$ cat src/rtl/vram_pkg.sv
// Shared VRAM definitions: cell geometry, the {y, x} address packing used by
// both the bus decoder and the fill arbiter, and the fill FSM encoding.
package vram_pkg;

    localparam int X_BITS = 8;               // column index width, addr[7:0]
    localparam int Y_BITS = 6;               // row index width, addr[13:8]
    localparam int D_BITS = 11;              // VRAM cell data width
    localparam int A_BITS = X_BITS + Y_BITS; // packed cell address width

    typedef enum logic [1:0] {
        ST_IDLE = 2'd0,
        ST_FILL = 2'd1,
        ST_DONE = 2'd2
    } fill_state_t;

    // Cell address packing: row in the upper bits, column in the lower bits.
    function automatic logic [A_BITS-1:0] pack_addr(
        input logic [Y_BITS-1:0] y,
        input logic [X_BITS-1:0] x
    );
        return {y, x};
    endfunction

endpackage

$ cat src/rtl/vram_fill_scan.sv
// Rectangle cursor for the fill engine.
// Holds the rectangle bounds and walks the cursor row-major over it.
// Ports:
//   clk, rst       clock, synchronous active-high reset (clears bounds and cursor)
//   load           capture x0/x1/y0/y1 and place the cursor at (x0, y0)
//   adv            step the cursor one cell; ignored when already on the last cell
//   x0, x1, y0, y1 rectangle bounds, inclusive, sampled on load
//   cx, cy         current cursor column / row
//   last           cursor sits on the bottom-right cell (cx == x1 && cy == y1)
module vram_fill_scan
    import vram_pkg::*;
(
    input  logic              clk,
    input  logic              rst,
    input  logic              load,
    input  logic              adv,
    input  logic [X_BITS-1:0] x0,
    input  logic [X_BITS-1:0] x1,
    input  logic [Y_BITS-1:0] y0,
    input  logic [Y_BITS-1:0] y1,
    output logic [X_BITS-1:0] cx,
    output logic [Y_BITS-1:0] cy,
    output logic              last
);

    logic [X_BITS-1:0] x0_q;
    logic [X_BITS-1:0] x1_q;
    logic [Y_BITS-1:0] y1_q;

    assign last = (cx == x1_q) && (cy == y1_q);

    always_ff @(posedge clk) begin
        if (rst) begin
            x0_q <= '0;
            x1_q <= '0;
            y1_q <= '0;
            cx   <= '0;
            cy   <= '0;
        end else if (load) begin
            x0_q <= x0;
            x1_q <= x1;
            y1_q <= y1;
            cx   <= x0;
            cy   <= y0;
        end else if (adv && !last) begin
            // Holding on the last cell keeps the cursor from wrapping past y1.
            if (cx == x1_q) begin
                cx <= x0_q;
                cy <= cy + 1'b1;
            end else begin
                cx <= cx + 1'b1;
            end
        end
    end

endmodule

$ cat src/rtl/vram_fill_arbiter.sv
// Owner of the single VRAM write port. Merges CPU writes with a hardware
// rectangle-fill engine; the CPU always wins and the fill engine takes every
// cycle the CPU leaves idle.
// Strobe semantics: cpu_we is a one-cycle write strobe with no back-pressure
// (the CPU is always granted); vram_we is a registered one-cycle strobe that
// qualifies vram_addr/vram_data in the same cycle.
// Ports:
//   clk, rst                 clock, synchronous active-high reset
//   cpu_we/cpu_addr/cpu_data CPU cell write, address packed {y, x}
//   fill_start               one-cycle pulse, starts a fill from IDLE
//   fill_abort               level, ends a running fill at the next edge
//   fill_x0/x1/y0/y1         inclusive rectangle, latched on start
//   fill_data                fill value, latched on start
//   vram_we/addr/data        registered VRAM write port
//   fill_busy                high while the FSM is in FILL
//   fill_done                registered one-cycle pulse, the cycle after DONE
module vram_fill_arbiter
    import vram_pkg::*;
(
    input  logic              clk,
    input  logic              rst,
    input  logic              cpu_we,
    input  logic [A_BITS-1:0] cpu_addr,
    input  logic [D_BITS-1:0] cpu_data,
    input  logic              fill_start,
    input  logic              fill_abort,
    input  logic [X_BITS-1:0] fill_x0,
    input  logic [X_BITS-1:0] fill_x1,
    input  logic [Y_BITS-1:0] fill_y0,
    input  logic [Y_BITS-1:0] fill_y1,
    input  logic [D_BITS-1:0] fill_data,
    output logic              vram_we,
    output logic [A_BITS-1:0] vram_addr,
    output logic [D_BITS-1:0] vram_data,
    output logic              fill_busy,
    output logic              fill_done
);

    // FSM state kept as a named signal so checkers can bind to it directly.
    fill_state_t       state;
    fill_state_t       state_next;

    logic [D_BITS-1:0] fdata_q;
    logic [X_BITS-1:0] cx;
    logic [Y_BITS-1:0] cy;
    logic              last;
    logic [A_BITS-1:0] cursor_addr;

    logic              load;
    logic              fill_run;
    logic              fill_grant;
    logic              collision;
    logic              adv;
    logic              empty_rect;

    assign cursor_addr = pack_addr(cy, cx);
    assign load        = (state == ST_IDLE) && fill_start;
    assign empty_rect  = (fill_x0 > fill_x1) || (fill_y0 > fill_y1);

    // An abort suppresses the fill grant in the same cycle it is seen.
    assign fill_run    = (state == ST_FILL) && !fill_abort;
    assign fill_grant  = fill_run && !cpu_we;
    // A CPU write onto the cursor cell counts as that cell being filled,
    // so the CPU value is never overwritten by the engine.
    assign collision   = fill_run && cpu_we && (cpu_addr == cursor_addr);
    assign adv         = fill_grant || collision;

    vram_fill_scan u_scan (
        .clk  (clk),
        .rst  (rst),
        .load (load),
        .adv  (adv),
        .x0   (fill_x0),
        .x1   (fill_x1),
        .y0   (fill_y0),
        .y1   (fill_y1),
        .cx   (cx),
        .cy   (cy),
        .last (last)
    );

    always_ff @(posedge clk) begin
        if (rst) begin
            state <= ST_IDLE;
        end else begin
            state <= state_next;
        end
    end

    always_comb begin
        state_next = state;
        unique case (state)
            ST_IDLE: begin
                if (fill_start) begin
                    state_next = empty_rect ? ST_DONE : ST_FILL;
                end
            end
            ST_FILL: begin
                if (fill_abort) begin
                    state_next = ST_DONE;
                end else if (adv && last) begin
                    state_next = ST_DONE;
                end
            end
            ST_DONE: begin
                state_next = ST_IDLE;
            end
            default: begin
                state_next = ST_IDLE;
            end
        endcase
    end

    always_ff @(posedge clk) begin
        if (rst) begin
            fdata_q <= '0;
        end else if (load) begin
            fdata_q <= fill_data;
        end
    end

    // Registered write port: CPU first, then the fill engine; otherwise the
    // strobe drops and address/data hold their last value.
    always_ff @(posedge clk) begin
        if (rst) begin
            vram_we   <= 1'b0;
            vram_addr <= '0;
            vram_data <= '0;
        end else if (cpu_we) begin
            vram_we   <= 1'b1;
            vram_addr <= cpu_addr;
            vram_data <= cpu_data;
        end else if (fill_grant) begin
            vram_we   <= 1'b1;
            vram_addr <= cursor_addr;
            vram_data <= fdata_q;
        end else begin
            vram_we   <= 1'b0;
        end
    end

    // The done pulse follows the DONE cycle; a reset while in FILL or DONE
    // therefore never produces a pulse.
    always_ff @(posedge clk) begin
        if (rst) begin
            fill_done <= 1'b0;
        end else begin
            fill_done <= (state == ST_DONE);
        end
    end

    assign fill_busy = (state == ST_FILL);

endmodule

$ cat config.mk
export PLATFORM = sky130hd
export DESIGN_NAME = vram_fill_arbiter
export DESIGN_NICKNAME = d
export VERILOG_FILES = /design/src/rtl/vram_pkg.sv /design/src/rtl/vram_fill_scan.sv /design/src/rtl/vram_fill_arbiter.sv
export SDC_FILE = /design/constraint.sdc
export NUM_CORES = 1
export LEC_CHECK = 0
export ABC_AREA = 1
export BUFFER_PORTS_ARGS = -buffer_cell sky130_fd_sc_hd__buf_2
export CAP_MARGIN = 20
export CORE_ASPECT_RATIO = 1.75
export CORE_MARGIN = 2
export CORE_UTILIZATION = 55
export DETAILED_ROUTE_END_ITERATION = 16
export GPL_TIMING_DRIVEN = 0
export PLACE_DENSITY = 0.86
export SETUP_SLACK_MARGIN = 0.3
export SLEW_MARGIN = 15
export SYNTH_ARGS = -nofsm -noshare
export SYNTH_HDL_FRONTEND = slang
export SYNTH_SLANG_ARGS = --single-unit
$ cat constraint.sdc
create_clock -name clk -period 2.5 [get_ports clk]
set_clock_uncertainty 0.1 [all_clocks]
set_input_delay 0.25 -clock clk [delete_from_list [all_inputs] [get_ports clk]]
set_output_delay 0.25 -clock clk [all_outputs]
set_load 0.01 [all_outputs]
==> results of run 1 <==
power breakdown:
group,switching [uW],internal (uW)
logic,532,326
clock network,520,977
registers,94.2,1330
synthesized netlist by cell type, types with 4 or more instances:
| cell type | count |
|---|---|
| sky130_fd_sc_hd__nand2_1 | 202 |
| sky130_fd_sc_hd__dfxtp_1 | 76 |
| sky130_fd_sc_hd__nor2_1 | 69 |
| sky130_fd_sc_hd__inv_1 | 47 |
| sky130_fd_sc_hd__o21ai_0 | 34 |
| sky130_fd_sc_hd__a21oi_1 | 32 |
| sky130_fd_sc_hd__nand3_1 | 31 |
| sky130_fd_sc_hd__a31oi_1 | 25 |
| sky130_fd_sc_hd__ha_1 | 16 |
| sky130_fd_sc_hd__inv_2 | 16 |
| sky130_fd_sc_hd__clkbuf_1 | 14 |
| sky130_fd_sc_hd__xor2_1 | 11 |
| sky130_fd_sc_hd__buf_2 | 7 |
| sky130_fd_sc_hd__xnor2_1 | 7 |
| sky130_fd_sc_hd__nor2_2 | 5 |
| sky130_fd_sc_hd__buf_1 | 4 |
| sky130_fd_sc_hd__nand2_4 | 4 |
| sky130_fd_sc_hd__nor3_1 | 4 |
through the flow:
step	power [uW]	hold slack, ns	std cells	instance area (um^2)	util [%]
CTS	3770	0.0586	829	5120	68.6
finish	3780	0.0564	829	5120	68.6
global route	3960	0.0708	829	5120	68.6
floorplan	2030	0.302	630	4190	-
detailed placement	2290	0.356	813	4780	64.0
global placement	2260	0.349	813	4780	64.0
worst min-delay path: stages:
cell	delay (ns)
sky130_fd_sc_hd__buf_2	0.07
sky130_fd_sc_hd__o21ai_0	0.07
sky130_fd_sc_hd__nor2_1	0.07
path summary, 6_finish.rpt:
| path | depth (start not counted) | start | to |
|---|---|---|---|
| setup reg to reg | 12 | u_scan.cx[3]$_SDFFE_PP0P_ | u_scan.cy[4]$_SDFFE_PP0P_ |
| setup / recovery | 12 | u_scan.cx[3]$_SDFFE_PP0P_ | u_scan.cy[4]$_SDFFE_PP0P_ |
| hold reg to reg | 2 | u_scan.x0_q[3]$_SDFFE_PP0P_ | u_scan.x0_q[3]$_SDFFE_PP0P_ |
| hold / removal | 3 | fill_data[0] | fdata_q[0]$_SDFFE_PP0P_ |
cells by family (layout without fill, tap and decap cells):
| kind of cell | Yosys count | in the layout | synth area share [%] |
|---|---|---|---|
| compound gates | 97 | 97 | 12.7 |
| fa+ha+maj | 16 | 16 | 4.77 |
| flops | 76 | 76 | 36.3 |
| xor+xnor | 18 | 18 | 3.76 |
| simple gates | 329 | 329 | 33.0 |
| buf+inv | 94 | 205 | 9.52 |
registers in the layout, summed over array words and instances, names as in the netlist:
register     cells
vram_data       11
vram_addr       14
u_scan.cx        8
u_scan.x0_q      8
u_scan.y1_q      6
vram_we          1
u_scan.cy        6
state            2
u_scan.x1_q      8
fdata_q         11
fill_done        1
routing by layer:
layer	share of wire, %	routed length [um]	vias to the layer above
li1	-	-	2216
met1	37	4300	1945
met2	53	6060	170
met3	6.1	699	39
met4	4.1	478	0
met5	0	0	-
area by class of cell:
type	count	area (um^2)
buffer	30	158
fill	661	2340
inverter	64	241
tap	88	110
clock inverter	6	111
clock buffer	10	229
sequential	76	1520
timing repair buffer	95	475
multi-input combinational	460	2270
==> insert_results.sql, run 1 <==
INSERT INTO impl_metrics (metric_group, metric, value, unit) VALUES
('outcome', 'outcome', 'finished, final reports clean', ''),
('placement', 'gp_congestion', '0.943', ''),
('placement', 'detailed_place_hpwl', '8890', 'um'),
('power_and_ir_drop', 'power-per-cell-area', '738', 'nW/um^2'),
('sta', 'fmax', '0.517', 'GHz'),
('synthesis', 'synth-edff-count', '0', ''),
('route', 'detail_route.drc_violations', '0', ''),
('sta', 'finalSetupTns', '0', 'ns'),
('synthesis', 'synth_top_area_cell', 'sky130_fd_sc_hd__dfxtp_1', ''),
('synthesis', 'synth_top_area_cells', 'sky130_fd_sc_hd__dfxtp_1, sky130_fd_sc_hd__nand2_1, sky130_fd_sc_hd__nor2_1', ''),
('route', 'detail_route.first_pass.iterations', '5', ''),
('clocking', 'cts-resized-gates', '0', ''),
('global_route', 'grt_util_met3', '6.38', '%'),
('synthesis', 'yosysUniqueCellTypes', '34', ''),
('sta', 'hold_viol_final', '0', ''),
('global_route', 'groute.layer.met1.usage', '29.2', '%'),
('global_route', 'grt_use_met2', '53.2', '%'),
('final_layout', 'drive_gt1_share', '21.3', '%'),
('sta', 'finalWorstSetupSlack', '0.567', 'ns'),
('clocking', 'cts_root_buf', 'sky130_fd_sc_hd__clkbuf_16', ''),
('route', 'via_count', '4370', ''),
('final_layout', 'nNetsFinal', '821', ''),
('global_route', 'grt_pass1_wl', '19000', 'um'),
('run', 'timing.max_cap.violations', '0', ''),
('final_layout', 'ant_cells', '0', ''),
('route', 'first_iter_violations', '277', ''),
('worst_setup_path', 'crit_path_start_kind', 'flip-flop', ''),
('die', 'die_width', '70', 'um'),
('placement', 'numPortBuffers', '95', ''),
('route', 'totalWireLength', '11500', 'um'),
('sta', 'tightest_slew', '0.615', 'ns'),
('sta', 'setup_violations', '0', ''),
('worst_setup_path', 'timing.critical_path.fanout_max', '10', ''),
('worst_setup_path', 'crit_family', 'simple AND/OR/NAND/NOR gates', ''),
('clocking', 'clock_sinks', '76', ''),
('worst_setup_path', 'critical_path_buf_inv_count', '2', ''),
('die', 'design.die.area', '8370', 'um^2'),
('sta', 'fin_crit_sh', '77.3', '%'),
('clocking', 'clk_transition_reported_paths', '0.06', 'ns'),
('placement', 'preCtsSetupSlack', '0.587', 'ns'),
('sta', 'number_of_max_slew_violations_in_the_final_report', '0', ''),
('synthesis', 'async_flop_share', '0', '%'),
('route', 'detail_route.wl_per_cell', '13.9', 'um'),
('power_and_ir_drop', 'ir_worst_vdd', '396', 'uV'),
('global_route', 'initial_antenna_violation_count', '0', ''),
('clocking', 'worstSkewPairLatency', '0.34', 'ns'),
('worst_setup_path', 'ff2ff_setup_slack', '0.57', 'ns'),
('global_route', 'grt_usage', '28.6', '%'),
('synthesis', 'netlist_instances', '630', ''),
('die', 'core.rowCount', '42', ''),
('global_route', 'layer_with_the_highest_usage', 'met2', ''),
('worst_setup_path', 'critical_path.cell_chain', 'inv_2, nand2_1, nand2_1, nor2_2, nand3_2, nor2_8, nand2_4, nand3_2, buf_6, nand3_1, nand2_1, nor2_1', ''),
('synthesis', 'synth_area_per_cell', '6.66', 'um^2'),
('route', 'routed_vias_inst', '5.27', ''),
('clocking', 'tritoncts.num_buffers', '9', ''),
('hold_path', 'min-delay-path-class', 'in -> reg', ''),
('clocking', 'cts.path.max_buffers', '2', ''),
('clocking', 'cts.hold.buffers_added', '0', ''),
('die', 'number_of_top_level_pins', '97', ''),
('global_route', 'grt_remaining_overflow', '0', ''),
('global_route', 'largest_net_degree_at_the_start_of_global_routing', '14', ''),
('clocking', 'clock_tree.htree_level_count', '3', ''),
('synthesis', 'syn_nets', '715', ''),
('worst_setup_path', 'critPathCaptureType', 'flip-flop', ''),
('worst_setup_path', 'arrival', '2.07', 'ns'),
('worst_setup_path', 'cell_with_the_largest_stage_delay_on_the_worst_path', 'sky130_fd_sc_hd__dfxtp_1', ''),
('worst_setup_path', 'crit_type', 'reg -> reg', ''),
('sta', 'fin_crit', '1.93', 'ns'),
('final_layout', 'most-common-layout-cells', 'sky130_fd_sc_hd__nand2_1, sky130_fd_sc_hd__buf_2, sky130_fd_sc_hd__dfxtp_1', ''),
('synthesis', 'post_synth_instance_area', '4190', 'um^2'),
('die', 'initial_utilization', '56.2', '%');
(Power assumes the default switching activity.)
==> run 2, diff against run 1 <==
CORE_UTILIZATION = 54   (was 55)
PLACE_DENSITY = 0.85   (was 0.86)
clock period = 1.9 ns   (was 2.5 ns; I/O delays follow)
==> run 2 against run 1 <==
  * Combinational power is 59% higher
  * Global-route usage is 0.49 points higher
  * Cell count is 2.4% higher
  * Maximum frequency is 13% higher
  * Sequential share of layout area is 1.9 points lower
  * Sequential cell count stayed put
  * Register-to-register slack worse by 0.38 ns
  * Hold slack worse by 0.053 ns
  * Power is 36% higher
  * Via count is 4.1% higher
  * Critical path depth stayed put
  * Utilization is 5.2 points higher
  * Critical endpoint is now u_scan.cx[7]$_SDFFE_PP0P_
  * Largest cell class unchanged
  * Largest power group is now registers
==> insert_results.sql, run 2 (synthesized netlist as in run 1, its figures left out) <==
INSERT INTO impl_metrics (metric_group, metric, value, unit) VALUES
('final_layout', 'synthToLayoutAreaGrowth', '33.2', '%'),
('global_route', 'grt_remaining_overflow', '0', ''),
('sta', 'finalWorstSetupSlack', '0.186', 'ns'),
('sta', 'number_of_max_slew_violations_in_the_final_report', '0', ''),
('sta', 'fin_crit_sh', '90.2', '%'),
('final_layout', 'most-common-layout-cells', 'sky130_fd_sc_hd__nand2_1, sky130_fd_sc_hd__buf_2, sky130_fd_sc_hd__dfxtp_1', ''),
('route', 'totalWireLength', '12500', 'um'),
('sta', 'fmax', '0.583', 'GHz'),
('placement', 'gp_congestion', '0.955', ''),
('hold_path', 'worst_hold_path.endpoint', 'fdata_q[2]$_SDFFE_PP0P_', ''),
('worst_setup_path', 'arrival', '1.86', 'ns'),
('final_layout', 'drive_gt1_share', '30.1', '%'),
('global_route', 'grt_pass1_wl', '19500', 'um'),
('final_layout', 'layout_commonest_cell', 'sky130_fd_sc_hd__nand2_1', ''),
('power_and_ir_drop', 'p_leak', '0.00275', 'uW'),
('power_and_ir_drop', 'power-per-cell-area', '918', 'nW/um^2'),
('sta', 'fin_worst_hold_slack', '0.00310', 'ns'),
('hold_path', 'min-delay-path-class', 'in -> reg', ''),
('global_route', 'groute.layer.met1.usage', '28.5', '%'),
('outcome', 'outcome', 'finished, final reports clean', ''),
('power_and_ir_drop', 'clock_power_share', '36.6', '%'),
('power_and_ir_drop', 'p_switching', '1630', 'uW'),
('final_layout', 'final.fill_count', '593', ''),
('die', 'number_of_top_level_pins', '97', ''),
('route', 'first_iter_violations', '259', ''),
('sta', 'hold_viol_final', '0', ''),
('die', 'die_width', '70.6', 'um'),
('sta', 'tightest_slew', '0.640', 'ns'),
('run', 'timing.max_cap.violations', '0', ''),
('clocking', 'cts_root_buf', 'sky130_fd_sc_hd__clkbuf_16', ''),
('worst_setup_path', 'rr_worst_depth', '12', ''),
('final_layout', 'nNetsFinal', '841', ''),
('route', 'routed_vias_inst', '5.36', ''),
('power_and_ir_drop', 'power.total', '5130', 'uW'),
('hold_path', 'hp-start', 'fill_data[2]', ''),
('placement', 'numPortBuffers', '95', ''),
('clocking', 'cts.path.max_buffers', '2', ''),
('die', 'core.rowCount', '42', ''),
('placement', 'detailed_place_hpwl', '8930', 'um'),
('sta', 'setup_repair_after_global_routing_missed_its_margin', 'true', ''),
('worst_setup_path', 'ff2ff_setup_slack', '0.19', 'ns'),
('worst_setup_path', 'crit_path_start_kind', 'flip-flop', ''),
('clocking', 'tritoncts.num_buffers', '9', ''),
('power_and_ir_drop', 'switching_share', '31.8', '%'),
('placement', 'post_dp_cell_area', '4790', 'um^2'),
('clocking', 'cts_tree', 'built', ''),
('route', 'detail_route.drc_violations', '0', ''),
('clocking', 'clock_sinks', '76', ''),
('die', 'initial_utilization', '55.4', '%'),
('die', 'placeableCoreArea', '7570', 'um^2'),
('power_and_ir_drop', 'comb_power_share', '26.4', '%'),
('global_route', 'grt_usage', '29.1', '%'),
('power_and_ir_drop', 'cellInternalPower', '3500', 'uW'),
('global_route', 'layer_with_the_highest_usage', 'met2', ''),
('placement', 'preCtsSetupSlack', '-0.0109', 'ns'),
('global_route', 'grt_util_met3', '4.58', '%'),
('route', 'detail_route.first_pass.iterations', '5', ''),
('clocking', 'clk_transition_reported_paths', '0.06', 'ns'),
('worst_setup_path', 'worst-endpoint-required', '2.04', 'ns'),
('final_layout', 'largest_register_ffs', '14', ''),
('worst_setup_path', 'critPathCaptureType', 'flip-flop', ''),
('final_layout', 'final_core_util', '73.8', '%'),
('final_layout', 'ant_cells', '0', ''),
('global_route', 'largest_net_degree_at_the_start_of_global_routing', '14', ''),
('sta', 'slew_headroom', '57.3', '%'),
('clocking', 'clock_tree.htree_level_count', '3', ''),
('worst_setup_path', 'rr_startpoint', 'state[1]$_SDFFE_PP0P_', ''),
('power_and_ir_drop', 'seq_power_share', '37.0', '%'),
('global_route', 'initial_antenna_violation_count', '0', ''),
('route', 'postRouteAntennaNets', '0', ''),
('worst_setup_path', 'rr_endpoint', 'u_scan.cx[7]$_SDFFE_PP0P_', ''),
('die', 'die_height', '121', 'um'),
('worst_setup_path', 'crit_type', 'reg -> reg', ''),
('sta', 'setup_violations', '0', ''),
('route', 'detail_route.wl_per_cell', '14.8', 'um'),
('worst_setup_path', 'timing.critical_path.fanout_max', '9', ''),
('sta', 'fin_crit', '1.71', 'ns'),
('hold_path', 'hold_depth', '3', ''),
('global_route', 'number_of_global_route_vias_before_repair', '4413', ''),
('global_route', 'grt_use_met2', '56.0', '%'),
('power_and_ir_drop', 'ir_worst_vdd', '674', 'uV'),
('final_layout', 'registers_with_the_highest_flip_flop_counts', 'vram_addr (14), fdata_q (11), vram_data (11)', ''),
('final_layout', 'max_flop_register', 'vram_addr', ''),
('final_layout', 'layout.cell_area.non_filler', '5590', 'um^2'),
('clocking', 'worstSkewPairLatency', '0.34', 'ns'),
('die', 'design.die.area', '8510', 'um^2'),
('route', 'via_count', '4547', '');
[run 2: changes by cell type in the layout (fill, tap and decap cells not counted), moves of 6 or more]
| cell | previous run | this run |
|---|---|---|
| sky130_fd_sc_hd__buf_4 | 1 | 12 |
| sky130_fd_sc_hd__buf_6 | 3 | 9 |
| sky130_fd_sc_hd__dfxtp_1 | 76 | 61 |
| sky130_fd_sc_hd__dfxtp_2 | 0 | 9 |
| sky130_fd_sc_hd__dfxtp_4 | 0 | 6 |
| sky130_fd_sc_hd__nand2_1 | 202 | 192 |
| sky130_fd_sc_hd__nand2_2 | 3 | 11 |
| sky130_fd_sc_hd__nor2_1 | 69 | 60 |
[run 2: per-stage QoR]
step / cells / setup TNS, ns
2_1_floorplan: 630 / 0
4_1_cts: 838 / 0
6_report: 849 / 0
3_5_place_dp: 813 / -0.0115
3_3_place_gp: 813 / 0
5_1_grt: 849 / 0
[run 2: worst max path at each step]
stage	startpoint	to	slack, ns	cells after the start
global route	u_scan.cx[4]$_SDFFE_PP0P_	u_scan.cx[6]$_SDFFE_PP0P_	0.10	12
floorplan	u_scan.cx[3]$_SDFFE_PP0P_	u_scan.cy[2]$_SDFFE_PP0P_	0.30	12
global placement	u_scan.cx[3]$_SDFFE_PP0P_	u_scan.cy[4]$_SDFFE_PP0P_	0.01	12
detailed placement	u_scan.cx[3]$_SDFFE_PP0P_	u_scan.cy[4]$_SDFFE_PP0P_	-0.01	12
finish	state[1]$_SDFFE_PP0P_	u_scan.cx[7]$_SDFFE_PP0P_	0.19	12
CTS	u_scan.cx[2]$_SDFFE_PP0P_	u_scan.cy[4]$_SDFFE_PP0P_	0.18	13
[run 2: per-layer routing]
metal	vias to the layer above	routed length, um
li1	2264	-
met1	2080	4460
met2	166	6980
met3	37	601
met4	0	486
met5	-	0
[run 2: power by group through the flow]
stage,clock (uW),sequential [uW],combinational [uW]
3_5_place_dp,0,1900,1120
5_1_grt,1950,1910,1500
4_1_cts,1880,1880,1220
3_3_place_gp,0,1900,1090
6_report,1880,1900,1360
2_1_floorplan,0,1890,784
[run 2: critical path: stages (launching register included)]
cell and delay (ns):
sky130_fd_sc_hd__dfxtp_4 0.36, sky130_fd_sc_hd__inv_2 0.05, sky130_fd_sc_hd__nand3b_1 0.16, sky130_fd_sc_hd__nor2_1 0.14
sky130_fd_sc_hd__nand2_1 0.07, sky130_fd_sc_hd__nor2_1 0.11, sky130_fd_sc_hd__nand2_2 0.08, sky130_fd_sc_hd__nand2_4 0.09
sky130_fd_sc_hd__nand2_4 0.10, sky130_fd_sc_hd__nand2_4 0.09, sky130_fd_sc_hd__clkinv_4 0.09, sky130_fd_sc_hd__nor2_2 0.13
sky130_fd_sc_hd__nor2_2 0.04
[run 2: final cells by class]
| class | count | area [um^2] | share of cell area (%) |
|---|---|---|---|
| Multi-Input combinational cell | 461 | 2450 | 43.9 |
| Buffer | 30 | 209 | 3.74 |
| Tap cell | 88 | 110 | 1.97 |
| Inverter | 64 | 260 | 4.66 |
| Timing Repair Buffer | 114 | 672 | 12.0 |
| Clock inverter | 6 | 87.6 | 1.57 |
| Sequential cell | 76 | 1560 | 27.8 |
| Clock buffer | 10 | 239 | 4.28 |
[run 2: repair_timing]
| item | in CTS | in global routing |
|---|---|---|
| resized for setup | 40 | 53 |
| hold buffers | 3 | 0 |
| hold endpoints to repair | 3 | 0 |
| buffers inserted | 5 | 8 |
| gates cloned | 1 | 3 |
| pin swaps | 8 | 12 |
| setup endpoints to repair | 66 | 55 |
